<file path="config.mk">
export PLATFORM = sky130hd
export DESIGN_NAME = fetch_unit
export DESIGN_NICKNAME = d
export VERILOG_FILES = /design/src/rtl/parameters.sv /design/src/rtl/fetch_unit_pkg.sv /design/src/rtl/fetch_buffer.sv /design/src/rtl/fetch_unit.sv
export SDC_FILE = /design/constraint.sdc
export NUM_CORES = 1
export LEC_CHECK = 0
export CAP_MARGIN = 0
export CORE_ASPECT_RATIO = 0.6
export CORE_MARGIN = 4
export CORE_UTILIZATION = 40
export DETAILED_ROUTE_END_ITERATION = 12
export MAX_ROUTING_LAYER = met4
export SETUP_SLACK_MARGIN = 0.5
export SKIP_CTS_REPAIR_TIMING = 1
export SYNTH_ARGS = -nofsm -noshare
export SYNTH_HDL_FRONTEND = slang
export SYNTH_HIERARCHICAL = 1
export SYNTH_SLANG_ARGS = --single-unit
</file>
<file path="constraint.sdc">
create_clock -name clk -period 4.4 [get_ports clk]
set_clock_uncertainty 0.2 [all_clocks]
set_input_delay 1.32 -clock clk [delete_from_list [all_inputs] [get_ports clk]]
set_output_delay 1.32 -clock clk [all_outputs]
set_load 0.03 [all_outputs]
</file>
<file path="src/rtl/parameters.sv">
// Shared fetch-stage encodings for code that still works with text macros.
// The typed equivalents live in fetch_unit_pkg.
`ifndef FETCH_PARAMETERS_SV
`define FETCH_PARAMETERS_SV

`define FETCH_IDLE    2'd0
`define FETCH_WAIT    2'd1
`define FETCH_DISCARD 2'd2
`define RESET_VECTOR  0

`endif

</file>
<file path="src/rtl/fetch_unit_pkg.sv">
// Types and constants shared by the instruction fetch stage.
package fetch_unit_pkg;

  // Encodings match the FETCH_* macros in parameters.sv.
  typedef enum logic [1:0] {
    FETCH_IDLE    = 2'd0,
    FETCH_WAIT    = 2'd1,
    FETCH_DISCARD = 2'd2
  } fetch_state_e;

  localparam int unsigned RESET_VECTOR = 0;

endpackage

</file>
<file path="src/rtl/fetch_buffer.sv">
// Small synchronous FIFO holding fetched {pc, instruction} entries.
// Flush wins over push; a push and a pop on a full buffer are both accepted.
module fetch_buffer
  import fetch_unit_pkg::*;
#(
  parameter int W     = 16,
  parameter int DEPTH = 2,
  localparam int PTR_W = $clog2(DEPTH),
  localparam int CNT_W = PTR_W + 1
) (
  input  logic             clk,
  input  logic             rst_n,
  input  logic             push,
  input  logic             pop,
  input  logic             flush,
  input  logic [W-1:0]     wdata,
  output logic [W-1:0]     rdata,
  output logic             full,
  output logic             empty,
  output logic [CNT_W-1:0] count
);

  logic [W-1:0]     mem_q [DEPTH];
  logic [PTR_W-1:0] wr_ptr_q, wr_ptr_d;
  logic [PTR_W-1:0] rd_ptr_q, rd_ptr_d;
  logic [CNT_W-1:0] count_q, count_d;
  logic             do_push, do_pop;

  assign full  = (count_q == CNT_W'(DEPTH));
  assign empty = (count_q == '0);
  assign count = count_q;
  assign rdata = mem_q[rd_ptr_q];

  assign do_pop  = pop && !empty;
  assign do_push = push && (!full || do_pop);

  always_comb begin
    wr_ptr_d = wr_ptr_q;
    rd_ptr_d = rd_ptr_q;
    count_d  = count_q;
    if (flush) begin
      wr_ptr_d = '0;
      rd_ptr_d = '0;
      count_d  = '0;
    end else begin
      if (do_push) wr_ptr_d = wr_ptr_q + PTR_W'(1);
      if (do_pop)  rd_ptr_d = rd_ptr_q + PTR_W'(1);
      count_d = count_q + CNT_W'(do_push) - CNT_W'(do_pop);
    end
  end

  always_ff @(posedge clk or negedge rst_n) begin
    if (!rst_n) begin
      wr_ptr_q <= '0;
      rd_ptr_q <= '0;
      count_q  <= '0;
    end else begin
      wr_ptr_q <= wr_ptr_d;
      rd_ptr_q <= rd_ptr_d;
      count_q  <= count_d;
    end
  end

  // Storage carries data only, so it is left out of reset.
  always_ff @(posedge clk) begin
    if (do_push && !flush) mem_q[wr_ptr_q] <= wdata;
  end

endmodule

</file>
<file path="src/rtl/fetch_unit.sv">
// Instruction fetch stage: owns the PC, requests program memory over req/ack,
// buffers returned bytes and handles jump redirects and halt.
module fetch_unit
  import fetch_unit_pkg::*;
#(
  parameter int          ADDR_W   = 8,
  parameter int          DATA_W   = 8,
  parameter int          DEPTH    = 2,
  parameter int unsigned RESET_PC = RESET_VECTOR
) (
  input  logic              clk,
  input  logic              reset,
  output logic              mem_req,
  output logic [ADDR_W-1:0] mem_addr,
  input  logic              mem_ack,
  input  logic [DATA_W-1:0] mem_rdata,
  output logic [DATA_W-1:0] inst,
  output logic [ADDR_W-1:0] inst_pc,
  output logic              inst_valid,
  input  logic              inst_ready,
  input  logic              redir_valid,
  input  logic [ADDR_W-1:0] redir_target,
  input  logic              halt
);

  localparam int CNT_W = $clog2(DEPTH) + 1;
  localparam int ENT_W = ADDR_W + DATA_W;

  fetch_state_e      state_q, state_d;
  logic [ADDR_W-1:0] pc_q, pc_d;
  logic [ADDR_W-1:0] mem_addr_q, mem_addr_d;
  logic              mem_req_q, mem_req_d;
  logic [ENT_W-1:0]  hold_q, hold_d;

  logic              buf_push, buf_pop, buf_flush, buf_full, buf_empty;
  logic [CNT_W-1:0]  buf_count, cnt_after;
  logic [ENT_W-1:0]  buf_rdata;
  logic              issue_ok;

  assign buf_pop   = !buf_empty && inst_ready;
  assign buf_flush = redir_valid;
  assign buf_push  = (state_q == FETCH_WAIT) && mem_ack && !redir_valid;

  // A new request reserves the slot its response will land in, so only one
  // outstanding request can never overflow the buffer.
  assign cnt_after = buf_count + CNT_W'(buf_push) - CNT_W'(buf_pop);
  assign issue_ok  = (cnt_after < CNT_W'(DEPTH)) && !(buf_full && !buf_pop)
                     && !halt && !redir_valid;

  always_comb begin
    state_d    = state_q;
    pc_d       = pc_q;
    mem_req_d  = mem_req_q;
    mem_addr_d = mem_addr_q;
    case (state_q)
      FETCH_IDLE: begin
        if (redir_valid) begin
          pc_d = redir_target;
        end else if (issue_ok) begin
          state_d    = FETCH_WAIT;
          mem_req_d  = 1'b1;
          mem_addr_d = pc_q;
        end
      end
      FETCH_WAIT: begin
        if (redir_valid) begin
          pc_d = redir_target;
          if (mem_ack) begin
            state_d   = FETCH_IDLE;
            mem_req_d = 1'b0;
          end else begin
            // Request stays on the bus unchanged; its data is dropped later.
            state_d = FETCH_DISCARD;
          end
        end else if (mem_ack) begin
          pc_d = pc_q + ADDR_W'(1);
          if (issue_ok) begin
            mem_addr_d = pc_q + ADDR_W'(1);
          end else begin
            state_d   = FETCH_IDLE;
            mem_req_d = 1'b0;
          end
        end
      end
      FETCH_DISCARD: begin
        if (redir_valid) pc_d = redir_target;
        if (mem_ack) begin
          state_d   = FETCH_IDLE;
          mem_req_d = 1'b0;
        end
      end
      default: begin
        state_d   = FETCH_IDLE;
        mem_req_d = 1'b0;
      end
    endcase
  end

  // Remember the last head so inst/inst_pc hold once the buffer runs empty.
  always_comb begin
    hold_d = buf_empty ? hold_q : buf_rdata;
  end

  always_ff @(posedge clk or negedge reset) begin
    if (!reset) begin
      state_q    <= FETCH_IDLE;
      pc_q       <= ADDR_W'(RESET_PC);
      mem_req_q  <= 1'b0;
      mem_addr_q <= ADDR_W'(RESET_PC);
      hold_q     <= '0;
    end else begin
      state_q    <= state_d;
      pc_q       <= pc_d;
      mem_req_q  <= mem_req_d;
      mem_addr_q <= mem_addr_d;
      hold_q     <= hold_d;
    end
  end

  fetch_buffer #(
    .W     (ENT_W),
    .DEPTH (DEPTH)
  ) u_buf (
    .clk   (clk),
    .rst_n (reset),
    .push  (buf_push),
    .pop   (buf_pop),
    .flush (buf_flush),
    .wdata ({pc_q, mem_rdata}),
    .rdata (buf_rdata),
    .full  (buf_full),
    .empty (buf_empty),
    .count (buf_count)
  );

  assign mem_req             = mem_req_q;
  assign mem_addr            = mem_addr_q;
  assign inst_valid          = !buf_empty;
  assign {inst_pc, inst}     = buf_empty ? hold_q : buf_rdata;

endmodule

</file>
==> flow_summary.yaml <==
finish:
  drive_gt1_share_pct: 24.8
  fillers: 631
  nets: 314
  regArea_um2: 1940
  area_growth_pct: 27.9
  diodes: 0
  stdcell_area_um2: 4060
  multiInputGateArea_um2: 1180
synth:
  muxShareOfSynthArea_pct: 14.9
  yosysWarnings: 6
  syn_area_um2: 3180
  synthAdderAreaFrac_pct: 1.18
  synth_cells: 236
  synth_edf_count: 32
  synth_top_area_share_pct: 30.7
  synth_most_common_cell: "mux2_2"
  synth-compound-area-share_pct: 6.97
  ys_seq_elements: 71
  synth_top_family_by_area: "multiplexers"
  synthSimpleGateAreaFrac_pct: 10.2
  yosysSeqAreaShare_pct: 60.9
  synth_xor_area_share_pct: 3.27
  synthTopCellsByCount: "mux2_2, dfrtp_1, edfxtp_1"
  synthTopCellsByArea: "dfrtp_1, edfxtp_1, mux2_2"
  synth_top_cell_by_area: "dfrtp_1"
  ys_dominant_reg_cell: "dfrtp_1"
  async_flop_share_pct: 54.9
  syn_nets: 261
  avgSynthCellArea_um2: 13.5
  ys_types: 42
route:
  first_iter_violations: 119
  vias: 1985
  totalWireLength_mm: 6.04
  drc: 0
  viasPerCell: 4.99
  drt-pass1-iter-count: 4
  antenna_left: 0
  avgRoutedWirePerCell_um: 15.2
setup_path:
  worst_setup_path_end_kind: "output pin"
  crit_arrival_ns: 2.27
  path_delay_family: "buffers and inverters"
  critPathMaxStageDelay_ns: 0.60
  critPathLaunchType: "flip-flop"
  cp_max_fo: 13
  crit_required_ns: 2.88
  crit_slowest_cell: "clkdlybuf4s50_1"
  path_class: "flip-flop to output pin"
  crit_chain: "nor2_4 > buf_4 > mux2_2 > clkdlybuf4s50_1"
  worst-path-buf-inv: 2
floorplan:
  start_util_pct: 42.5
  core-area_um2: 7480
  die_y_um: 77.0
  dieArea_um2: 9480
  ios: 48
  die_w_um: 123
  rows: 24
sta:
  min_period_ns: 3.79
  drv_slew: 0
  hold_viol: 0
  slew_headroom_pct: 38.7
  fmax_ghz: 0.264
  finalCritPeriodShare_pct: 86.2
  setup_viol: 0
  worst_pin_slew_ns: 0.920
  final.setup.tns_ns: 0
  rsz0062_at_grt: "true"
grt:
  grt.total_usage_pct: 14.2
  grt_max_degree: 40
  grt_first_pass_wirelength_mm: 9.95
  gr-total-overflow: 0
  grt_pass1_vias: 1910
  antenna_found_initial: 0
clock_network:
  cts_htree_levels: 3
  cts_buffers: 9
  cts_root_buf: "clkbuf_16"
  clock_sinks: 71
  insertion_delay_ns: 0.32
  cts_tree: "yes"
  cts_max_path_buffers: 2
  clk_pin_slew_ns: 0.05
placed_design:
  port_buffers: 47
  placed_cell_area_um2: 3770
  dp_hpwl_mm: 4.13
  gp_congestion: 0.810
power_and_ir_drop:
  pwr_density_cell_nw_per_um2: 451
  p_leak_nw: 1.76
  irDropWorstVdd_mv: 0.265
min_path:
  hold_path.class: "flip-flop to flip-flop"
status:
  status: "finished clean"
job:
  maxCapViolCount: 0
routing by layer:
| metal | share of wire (%) | vias up | global-route usage, % |
|---|---|---|---|
| li1 | - | 965 | - |
| met1 | 53 | 965 | 21.6 |
| met2 | 41 | 49 | 17.7 |
| met3 | 5.4 | 6 | 4.85 |
| met4 | 0.56 | 0 | 4.31 |
| met5 | 0 | - | - |
stage by stage:
step	setup WS (ns)	total power [mW]	instances	utilization, %	hold WS (ns)
after CTS	0.382	1.86	398	53.9	0.293
after global placement	0.716	1.23	382	50.5	0.277
after floorplan	0.526	1.06	236	-	0.240
after detailed placement	0.615	1.23	382	50.5	0.281
final	0.606	1.83	398	54.4	0.286
after global routing	0.473	1.93	398	54.4	0.303
cell families after synthesis:
| logic type | Yosys count |
|---|---|
| xor gates and xnor gates | 11 |
| buffers and inverters | 18 |
| and+or+nand+nor | 58 |
| AOI/OAI and AO/OA | 33 |
| DFF | 71 |
| muxes | 42 |
| adders and majority gates | 3 |
state kept, by name, summed over array words and instances, names as in the netlist:
name,flops
mem_req,1
pc_q,8
u_buf/rd_ptr_q,1
u_buf/wr_ptr_q,1
mem_addr,8
state_q,2
hold_q,16
u_buf/count,2
u_buf/mem_q,32
path summary, 6_finish.rpt:
check,depth (start not counted),start,to,slack (ns)
max,4,u_buf/count[1]$_DFF_PN0_,inst_pc[1],0.61
min,1,hold_q[12]$_DFF_PN0_,hold_q[12]$_DFF_PN0_,0.29
max reg2reg,8,u_buf/count[1]$_DFF_PN0_,mem_addr[2]$_DFFE_PN0P_,1.71
min reg2reg,1,hold_q[12]$_DFF_PN0_,hold_q[12]$_DFF_PN0_,0.29
max in group asynchronous,1,reset,u_buf/rd_ptr_q$_DFFE_PN0P_,2.44
min in group asynchronous,1,reset,mem_req$_DFFE_PN0P_,0.94
power breakdown:
group          internal, mW  switching (mW)
logic                 0.180           0.211
registers             0.770          0.0510
clock network         0.375           0.247
layout make-up:
type | count | area share, %
clock buffer | 11 | 5.73
inverter | 8 | 0.739
tap | 104 | 3.20
sequential | 71 | 47.7
timing repair buffer | 52 | 13.1
multi-input combinational | 147 | 29.0
clock inverter | 5 | 0.616
layout by cell type, fill, tap and decap left out, types with 4 or more instances in the layout:
master            n
nor2b_1           5
nand2_1          14
o21ai_0           8
buf_4             5
a21oi_1           8
clkdlybuf4s50_1  35
nand2b_1          4
mux2_2           42
edfxtp_1         32
nand3_1           7
xnor2_1           5
dfrtp_1          38
clkbuf_16         9
nor2_1           11
xor2_1            5
dlymetal6s2s_1   11
inv_1             8
No activity file was read; power rests on OpenSTA's default activity.
